**config.mk**
```make
export PLATFORM = sky130hd
export DESIGN_NAME = pi_digit_serializer_flat
export DESIGN_NICKNAME = d
export VERILOG_FILES = /design/src/rtl/pi_digit_serializer_if.sv /design/src/rtl/pi_digit_serializer.sv /design/src/flat_wrapper.sv
export SDC_FILE = /design/constraint.sdc
export NUM_CORES = 1
export LEC_CHECK = 0
export ABC_AREA = 1
export CAP_MARGIN = 40
export CORE_ASPECT_RATIO = 0.8
export CORE_UTILIZATION = 35
export DETAILED_ROUTE_END_ITERATION = 16
export PLACE_DENSITY = 0.63
export SETUP_SLACK_MARGIN = 0.05
export SLEW_MARGIN = 25
export SYNTH_ARGS = -nofsm -noshare
export SYNTH_HDL_FRONTEND = slang
export SYNTH_SLANG_ARGS = --single-unit
```
**constraint.sdc**
```tcl
create_clock -name clock -period 3.5 [get_ports clock]
set_input_delay 0.525 -clock clock [delete_from_list [all_inputs] [get_ports clock]]
set_output_delay 0.525 -clock clock [all_outputs]
set_load 0.02 [all_outputs]
```
**src/rtl/pi_digit_serializer_if.sv**
```systemverilog
// Word-in / character-out bundle for the pi digit serializer.
// The master side feeds base-10^9 words and sinks characters; the slave
// side is the serializer itself.
interface pi_digit_serializer_if;
    logic [31:0] pi_digit;
    logic        pi_valid;
    logic        pi_done;
    logic [7:0]  char_out;
    logic        char_valid;
    logic        char_ready;

    modport master (
        output pi_digit,
        output pi_valid,
        output pi_done,
        output char_ready,
        input  char_out,
        input  char_valid
    );

    modport slave (
        input  pi_digit,
        input  pi_valid,
        input  pi_done,
        input  char_ready,
        output char_out,
        output char_valid
    );
endinterface

```
**src/rtl/pi_digit_serializer.sv**
```systemverilog
// Pi digit serializer: queues 32-bit base-10^9 words from the pi calculator,
// converts each to BCD by double-dabble and streams ASCII characters.
// The first word is printed without leading zeros followed by '.', later
// words as exactly nine digits, and a newline closes the stream once the
// calculator reports completion and the queue has drained.
module pi_digit_serializer #(
    parameter int unsigned DEPTH = 4
) (
    input  logic                        clock,
    input  logic                        reset_n,
    pi_digit_serializer_if.slave        bus,
    output logic                        finished,
    output logic                        overflow,
    output logic                        range_error
);

    localparam int unsigned AW = (DEPTH > 1) ? $clog2(DEPTH) : 1;

    typedef enum logic [2:0] {
        IDLE,
        CONVERT,
        EMIT,
        NEWLINE,
        FINISHED
    } state_t;

    state_t        state_q;
    state_t        state_d;

    // Word capture and FIFO
    logic          valid_q;
    logic          done_seen;
    logic          word_edge;
    logic          fifo_full;
    logic          fifo_empty;
    logic          push;
    logic          pop;
    logic [31:0]   fifo_mem [DEPTH];
    logic [AW-1:0] wr_ptr;
    logic [AW-1:0] rd_ptr;
    logic [AW:0]   count;

    // Conversion and emission
    logic [31:0]   shifter;
    logic [39:0]   bcd;
    logic [39:0]   bcd_next;
    logic [4:0]    bit_cnt;
    logic [3:0]    dig_idx;
    logic [3:0]    cur_nib;
    logic          dot_phase;
    logic          first_word;
    logic          handshake;
    logic [7:0]    char_out_c;
    logic          char_valid_c;

    // Add 3 to every BCD nibble that is 5 or more before the next shift.
    function automatic logic [39:0] dabble_adjust(input logic [39:0] v);
        logic [39:0] r;
        r = v;
        for (int unsigned i = 0; i < 10; i++) begin
            if (v[i*4 +: 4] >= 4'd5) begin
                r[i*4 +: 4] = v[i*4 +: 4] + 4'd3;
            end
        end
        return r;
    endfunction

    // Index of the most significant non-zero BCD digit (0 when all zero).
    function automatic logic [3:0] lead_index(input logic [39:0] v);
        logic [3:0] idx;
        idx = '0;
        for (int unsigned i = 0; i < 10; i++) begin
            if (v[i*4 +: 4] != 4'd0) begin
                idx = 4'(i);
            end
        end
        return idx;
    endfunction

    assign word_edge  = bus.pi_valid && !valid_q;
    assign fifo_full  = (count == (AW+1)'(DEPTH));
    assign fifo_empty = (count == '0);
    // Full check uses pre-pop occupancy, so a full FIFO drops even while popping.
    assign push       = word_edge && !fifo_full;
    assign bcd_next   = {dabble_adjust(bcd)[38:0], shifter[31]};
    assign cur_nib    = bcd[{dig_idx, 2'b00} +: 4];
    assign handshake  = char_valid_c && bus.char_ready;

    assign bus.char_out   = char_out_c;
    assign bus.char_valid = char_valid_c;
    assign finished       = (state_q == FINISHED);

    // State register.
    always_ff @(posedge clock or negedge reset_n) begin
        if (!reset_n) begin
            state_q <= IDLE;
        end else begin
            state_q <= state_d;
        end
    end

    // Next-state decode, FIFO pop request and character presentation.
    always_comb begin
        state_d      = state_q;
        pop          = 1'b0;
        char_out_c   = 8'h00;
        char_valid_c = 1'b0;
        unique case (state_q)
            IDLE: begin
                if (!fifo_empty) begin
                    pop     = 1'b1;
                    state_d = CONVERT;
                end else if (done_seen) begin
                    state_d = NEWLINE;
                end
            end
            CONVERT: begin
                if (bit_cnt == 5'd31) begin
                    state_d = EMIT;
                end
            end
            EMIT: begin
                char_valid_c = 1'b1;
                char_out_c   = dot_phase ? 8'h2E : {4'h3, cur_nib};
                if (bus.char_ready) begin
                    if (dot_phase || (dig_idx == 4'd0 && !first_word)) begin
                        state_d = IDLE;
                    end
                end
            end
            NEWLINE: begin
                char_valid_c = 1'b1;
                char_out_c   = 8'h0A;
                if (bus.char_ready) begin
                    state_d = FINISHED;
                end
            end
            FINISHED: begin
                state_d = FINISHED;
            end
            default: begin
                state_d = IDLE;
            end
        endcase
    end

    // FIFO storage; contents need no reset because occupancy guards reads.
    always_ff @(posedge clock) begin
        if (push) begin
            fifo_mem[wr_ptr] <= bus.pi_digit;
        end
    end

    // Word capture, FIFO bookkeeping, double-dabble and digit sequencing.
    always_ff @(posedge clock or negedge reset_n) begin
        if (!reset_n) begin
            valid_q     <= 1'b0;
            done_seen   <= 1'b0;
            overflow    <= 1'b0;
            range_error <= 1'b0;
            wr_ptr      <= '0;
            rd_ptr      <= '0;
            count       <= '0;
            shifter     <= '0;
            bcd         <= '0;
            bit_cnt     <= '0;
            dig_idx     <= '0;
            dot_phase   <= 1'b0;
            first_word  <= 1'b1;
        end else begin
            valid_q <= bus.pi_valid;
            if (bus.pi_done) begin
                done_seen <= 1'b1;
            end
            if (word_edge && fifo_full) begin
                overflow <= 1'b1;
            end
            if (push) begin
                wr_ptr <= wr_ptr + 1'b1;
            end
            if (pop) begin
                rd_ptr <= rd_ptr + 1'b1;
            end
            unique case ({push, pop})
                2'b10:   count <= count + 1'b1;
                2'b01:   count <= count - 1'b1;
                default: count <= count;
            endcase

            unique case (state_q)
                IDLE: begin
                    if (pop) begin
                        shifter <= fifo_mem[rd_ptr];
                        bcd     <= '0;
                        bit_cnt <= '0;
                    end
                end
                CONVERT: begin
                    shifter <= shifter << 1;
                    bcd     <= bcd_next;
                    bit_cnt <= bit_cnt + 1'b1;
                    // Choose the starting digit from the final BCD value so
                    // EMIT can begin presenting on its first cycle.
                    if (bit_cnt == 5'd31) begin
                        dot_phase <= 1'b0;
                        if (first_word) begin
                            dig_idx <= lead_index(bcd_next);
                        end else begin
                            dig_idx <= 4'd8;
                            if (bcd_next[39:36] != 4'd0) begin
                                range_error <= 1'b1;
                            end
                        end
                    end
                end
                EMIT: begin
                    if (handshake) begin
                        if (dot_phase) begin
                            dot_phase  <= 1'b0;
                            first_word <= 1'b0;
                        end else if (dig_idx == 4'd0) begin
                            if (first_word) begin
                                dot_phase <= 1'b1;
                            end
                        end else begin
                            dig_idx <= dig_idx - 1'b1;
                        end
                    end
                end
                default: begin
                end
            endcase
        end
    end

endmodule

```
**src/flat_wrapper.sv**
```systemverilog
// flat-port wrapper written by rule: the top's interface ports become plain ports
module pi_digit_serializer_flat 
#(
    parameter int unsigned DEPTH = 4
)
  (clock, reset_n, finished, overflow, range_error, bus_pi_digit, bus_pi_valid, bus_pi_done, bus_char_ready, bus_char_out, bus_char_valid);
  pi_digit_serializer_if bus_i ();
  input  logic clock;
  input  logic reset_n;
  output logic finished;
  output logic overflow;
  output logic range_error;
  input wire logic [$bits(bus_i.pi_digit)-1:0] bus_pi_digit;
  input wire logic [$bits(bus_i.pi_valid)-1:0] bus_pi_valid;
  input wire logic [$bits(bus_i.pi_done)-1:0] bus_pi_done;
  input wire logic [$bits(bus_i.char_ready)-1:0] bus_char_ready;
  output wire logic [$bits(bus_i.char_out)-1:0] bus_char_out;
  output wire logic [$bits(bus_i.char_valid)-1:0] bus_char_valid;
  assign bus_i.pi_digit = bus_pi_digit;
  assign bus_i.pi_valid = bus_pi_valid;
  assign bus_i.pi_done = bus_pi_done;
  assign bus_i.char_ready = bus_char_ready;
  assign bus_char_out = bus_i.char_out;
  assign bus_char_valid = bus_i.char_valid;
  pi_digit_serializer #(.DEPTH(DEPTH)) u_core (.clock(clock), .reset_n(reset_n), .bus(bus_i), .finished(finished), .overflow(overflow), .range_error(range_error));
endmodule
```
After elaboration in Yosys (flattened, before gate mapping)
Memories as Yosys holds them, arrays and structs flattened.
Index checks and enable logic that the tools add are counted.
{"block": "word_totals", "output_inout_bits": 12, "memories": 1, "ram_bits": 128, "wordCells": 143, "in_bits": 37, "register_bits": 97}
{"memory": "u_core.fifo_mem", "words": 4, "width": 32, "rd": 1, "rd_ports_with_merged_regs": 0, "write_ports": 1, "line_no": "pi_digit_serializer.sv:38", "rtl": "logic [31:0] fifo_mem [DEPTH];"}
{"block": "op_classes", "mux": 52, "n_lt_le_gt_ge": 10, "n_bitwise": 1, "reduce_logical": 31, "n_addsub": 16, "n_shift": 1, "eq_ne": 17}
{"operator": "one-hot mux 40 bit (2 select lines)", "count": 1}
{"operator": "2-to-1 mux 4 bit", "count": 16}
{"operator": "one-hot mux 32 bit (2 select lines)", "count": 1}
{"operator": ">= comparator 4 x 3 -> 1 bit (second input constant)", "count": 10}
{"operator": "2-to-1 mux 40 bit", "count": 1}
{"operator": "variable part select 40 x 7 -> 4 bit", "count": 1}
{"operator": "adder 4 x 2 -> 4 bit (second input constant)", "count": 9}
{"operator": "nonzero test 4 bit", "count": 9}
{"operator": "2-to-1 mux 3 bit", "count": 11}
{"operator": "2-to-1 mux 32 bit", "count": 1}
{"operator": "one-hot mux 8 bit (2 select lines)", "count": 1}
{"operator": "one-hot mux 3 bit (5 select lines)", "count": 1}
{"operator": "2-to-1 mux 1 bit", "count": 11}
{"operator": "2-to-1 mux 5 bit", "count": 2}
{"operator": "one-hot mux 5 bit (2 select lines)", "count": 1}
{"operator": "AND reduction 5 bit", "count": 2}
{"operator": "inequality test 2 x 1 -> 1 bit (second input constant)", "count": 4}
{"operator": "inequality test 2 bit (second input constant)", "count": 4}
{"operator": "one-hot mux 4 bit (2 select lines)", "count": 1}
{"operator": "== test 3 x 2 -> 1 bit (second input constant)", "count": 2}
{"operator": "== test 3 bit (second input constant)", "count": 2}
{"operator": "logical NOT 3 bit", "count": 2}
{"operator": "one-hot mux 3 bit (2 select lines)", "count": 1}
{"operator": "AND reduction 3 bit", "count": 2}
{"operator": "22 further kinds", "count": 32}

Logic depth before layout (Yosys ltp)
{"block": "depth", "ltp_word": 15, "depth_mapped": 19, "ltp_nobuf": 19}

Worst setup path before layout
OpenSTA, ideal clock, no wires.
{"block": "synth_path", "path_kind": "input-to-reg", "startpoint": "in bus_pi_valid", "endpoint": "mem u_core.fifo_mem[0][0] (enable)", "setup_ps": 421, "path_slack_ps": 940, "required_time_ps": 3079, "cell_stages": 2, "arrival_ps": 2139, "path_cell_list": "nand3_1 nor2_1"}
{"block": "synth_between", "elab_chain_len": 4}
{"item": "start, declared", "line_no": "flat_wrapper.sv:14", "rtl": "input wire logic [$bits(bus_i.pi_valid)-1:0] bus_pi_valid;"}
{"item": "logical AND 1 bit", "line_no": "pi_digit_serializer.sv:80", "rtl": "assign word_edge = bus.pi_valid && !valid_q;"}
{"item": "logical AND 1 bit", "line_no": "pi_digit_serializer.sv:84", "rtl": "assign push = word_edge && !fifo_full;"}
{"item": "2-to-1 mux 1 bit", "line_no": "pi_digit_serializer.sv:149", "rtl": "if (push) begin"}
{"item": "2-to-1 mux 1 bit (not written as such)", "line_no": "pi_digit_serializer.sv:150", "rtl": "fifo_mem[wr_ptr] <= bus.pi_digit;"}
{"item": "end, declared", "line_no": "pi_digit_serializer.sv:38"}
Every way passes these cells.

Final worst setup path
{"block": "layout_path", "startpoint": "reg u_core.dig_idx[1]", "endpoint": "out bus_char_out[0]"}
{"block": "layout_between", "elab_chain_len": 3}
{"item": "start, declared", "line_no": "pi_digit_serializer.sv:48", "rtl": "logic [3:0] dig_idx;"}
{"item": "start signal, assigned", "line_no": "pi_digit_serializer.sv:207", "rtl": "dig_idx <= lead_index(bcd_next);"}
{"item": "start signal, assigned", "line_no": "pi_digit_serializer.sv:226", "rtl": "dig_idx <= dig_idx - 1'b1;"}
{"item": "variable part select 40 x 7 -> 4 bit", "line_no": "pi_digit_serializer.sv:86", "rtl": "assign cur_nib = bcd[{dig_idx, 2'b00} +: 4];"}
{"item": "2-to-1 mux 5 bit", "line_no": "pi_digit_serializer.sv:124", "rtl": "char_out_c = dot_phase ? 8'h2E : {4'h3, cur_nib};"}
{"item": "one-hot mux 8 bit (2 select lines)", "line_no": "pi_digit_serializer.sv:108", "rtl": "unique case (state_q)"}
{"item": "end, declared", "line_no": "flat_wrapper.sv:17", "rtl": "output wire logic [$bits(bus_i.char_out)-1:0] bus_char_out;"}
Every way passes these cells.

==> out/summary.txt <==
Status: completed
Clock sinks: 225
Fin util: 41.7%
GRT Util Overall: 15.2%
Syn avg cell area: 9.93 µm²
Initial core utilization: 36.0%
# setup viols final: 0
Worst Path Required: 2.97 ns
Post-Place Cells: 1,424
Core Area: 0.0286 mm²
Final cell count without fillers: 1,468
First-pass GRT wire length: 37.2 mm
Via density: 5.02
Register area: 0.00627 mm²
Hold Fails Final Rpt: 0
Setup_tns: 0 ns
Max Used Layer: met4
Initial antenna violation count: 1
Critical Path Fanout Max: 11
RSZ-0062 raised after global routing: false
Largest area contributor in the netlist: edfxtp_1
Mapped Cells: 1,037
Post-synth ARST share: 43.1%
Top cell type's share of synthesized area: 37.3%
DRC: 0
Final-layout fill cell count: 2,721
Rows: 55
Met2 WL: 10.0 mm
Post-Syn Area: 0.0103 mm²
CTS Buf Count: 23
H-tree lvl count: 1
Largest net degree at the start of global routing: 69
Worst setup path category: reg2out
PortBufs: 46
Max_cap viols: 0
Synth top area cells: edfxtp_1, dfrtp_1, nand2_1
Area delta synth->final: 15.8%
Min-delay worst type: in2async
Fmax: 0.316 GHz
Final Max Slew Viols: 0
Sequential-to-total area share from yosys stat: 60.9%
FF-to-FF setup slack: 1.05 ns
Period utilisation layout: 90.4%
Clk buf depth: 3
Crit path DAT: 2.64 ns
Clock skew: 0.0151 ns
DIE AREA: 0.0301 mm²
Minimum clock period: 3.17 ns
Drt first pass iters: 5
CP Launch Type: flip-flop
Yosys cell types: 38
Main synth FF type: edfxtp_1
Clock slew at reported path FFs: 0.07 ns
Vias in the first global route: 7,117
Maximum VDD drop: 0.494 mV
Cts hold-fix bufs: 0
Die height: 155 µm
CTS tree: yes
Via count: 7,373
Max-Slew Margin vs Limit: 51.8%
Gr ovfl total: 0
Total setup buffers inserted after CTS: 0
Initial DRC count: 533
GP Congestion: 0.851
Die width: 194 µm
DP HPWL: 14.3 mm
#FFs+latches synth: 225
DRT Wirelength: 22.6 mm
Root Buffer: clkbuf_16
CP endpoint kind: output pin
YS warnings: 0
Ports: 49
Worst Tran Pin Value: 0.723 ns
Static leakage: 4.79 nW
Wire length on met3: 1.08 mm
Nets: 1,147
Wl on met1: 11.0 mm
Post-synth EDFFs: 128
PwrDens: 777 mW/mm²
# resized after CTS: 0
Share of cells above drive strength 1: 6.56%
Routed Antenna Nets: 0
Area of the multi-input gates: 0.00345 mm²
Clk Latency, worst-skew pair: 0.52 ns
Routed len/inst: 15.4 µm
==> cell families after synthesis <==
group / count (synthesis) / share of synthesized area [%]
AO/OA/AOI/OAI: 262 / 14.4
AND/OR/NAND/NOR: 348 / 13.7
XOR/XNOR: 17 / 1.45
adder cells (fa/ha/maj): 30 / 3.72
buffers and inverters: 154 / 5.76
flip-flops: 225 / 60.9
other: 1 / 0.0364
==> state kept, by name, summed over array words and instances (netlist names), 2 cells and up <==
signal and cells:
u_core.bcd 40, u_core.bit_cnt 5, u_core.count 3, u_core.dig_idx 4, u_core.fifo_mem 128, u_core.rd_ptr 2
u_core.shifter 32, u_core.state_q 3, u_core.wr_ptr 2
==> cell type report <==
type | count | area share, %
Inverter | 109 | 3.43
Multi-Input combinational cell | 659 | 28.9
Sequential cell | 225 | 52.6
Antenna cell | 1 | 0.0210
Tap cell | 370 | 3.88
Clock buffer | 32 | 5.36
Clock inverter | 10 | 0.713
Timing Repair Buffer | 62 | 5.09
==> power breakdown <==
| group | leakage [nW] | internal [mW] | switching (mW) |
|---|---|---|---|
| registers | 2.41 | 3.32 | 0.252 |
| clock network | 0.350 | 1.35 | 1.00 |
| logic | 2.03 | 1.10 | 2.25 |
| total | 4.79 | 5.77 | 3.50 |
==> layer usage <==
| layer | up-vias | global-route usage, % |
|---|---|---|
| li1 | 3640 | - |
| met1 | 3529 | 21.5 |
| met2 | 173 | 24.4 |
| met3 | 31 | 2.34 |
| met4 | 0 | 4.30 |
| met5 | - | 0 |
==> final timing paths <==
check                             startpoint           endpoint  depth (start not counted)
max                        u_core.dig_idx[1]    bus_char_out[0]                          9
min                                  reset_n     u_core.bcd[28]                          1
max reg2reg                u_core.state_q[0]     u_core.bcd[34]                         10
min reg2reg                  u_core.overflow    u_core.overflow                          1
max in group asynchronous            reset_n  u_core.shifter[1]                          2
min in group clock           u_core.overflow    u_core.overflow                          1
==> synthesized netlist by cell type (3+ instances only) <==
cell type and number:
a21oi_1 40, a22oi_1 16, buf_2 3, buf_4 3, clkbuf_1 39, clkinv_1 3, dfrtp_1 96, edfxtp_1 128
ha_1 29, inv_1 100, inv_2 6, nand2_1 197, nand3_1 35, nand4_1 7, nor2_1 96, nor2_2 3
nor3_1 4, o211ai_1 11, o21ai_0 126, o22ai_1 57, xor2_1 16
==> worst max-delay path: stages (launching register included) <==
cell	delay [ns]
dfrtp_1	0.52
clkinv_1	0.35
a21oi_1	0.21
o21ai_0	0.10
nand2_1	0.07
nand2_1	0.06
nand3_1	0.12
nand2_1	0.06
inv_1	0.05
clkdlybuf4s50_1	0.59
==> layout by cell type, fill, tap and decap left out, types with 3 or more instances in the layout <==
cell type | synthesis | layout
nor2_2 | 3 | 8
o22ai_1 | 57 | 57
o21ai_0 | 126 | 126
a21oi_1 | 40 | 40
xor2_1 | 16 | 16
clkbuf_16 | 0 | 23
nor2_1 | 96 | 91
a22oi_1 | 16 | 16
o211ai_1 | 11 | 11
nor3_1 | 4 | 4
ha_1 | 29 | 29
buf_4 | 3 | 14
nand2_1 | 197 | 197
clkinv_1 | 3 | 5
clkbuf_8 | 0 | 3
edfxtp_1 | 128 | 128
clkinv_2 | 0 | 3
clkbuf_1 | 39 | 6
nand3_1 | 35 | 35
nand4_1 | 7 | 7
dfrtp_1 | 96 | 95
clkdlybuf4s50_1 | 0 | 45
inv_1 | 100 | 100
inv_2 | 6 | 6
==> stage by stage <==
stage / power (mW) / setup slack, ns / area, µm² / hold slack, ns
after floorplan: 5.97 / 0.940 / 10300 / 0.229
after global placement: 6.92 / 0.941 / 11200 / 0.466
after detailed placement: 6.99 / 0.889 / 11200 / 0.465
after CTS: 9.36 / 0.346 / 11900 / 0.0798
after global routing: 9.95 / 0.128 / 11900 / 0.112
final: 9.27 / 0.334 / 11900 / 0.0537
Power figures use the tool's default switching activity.
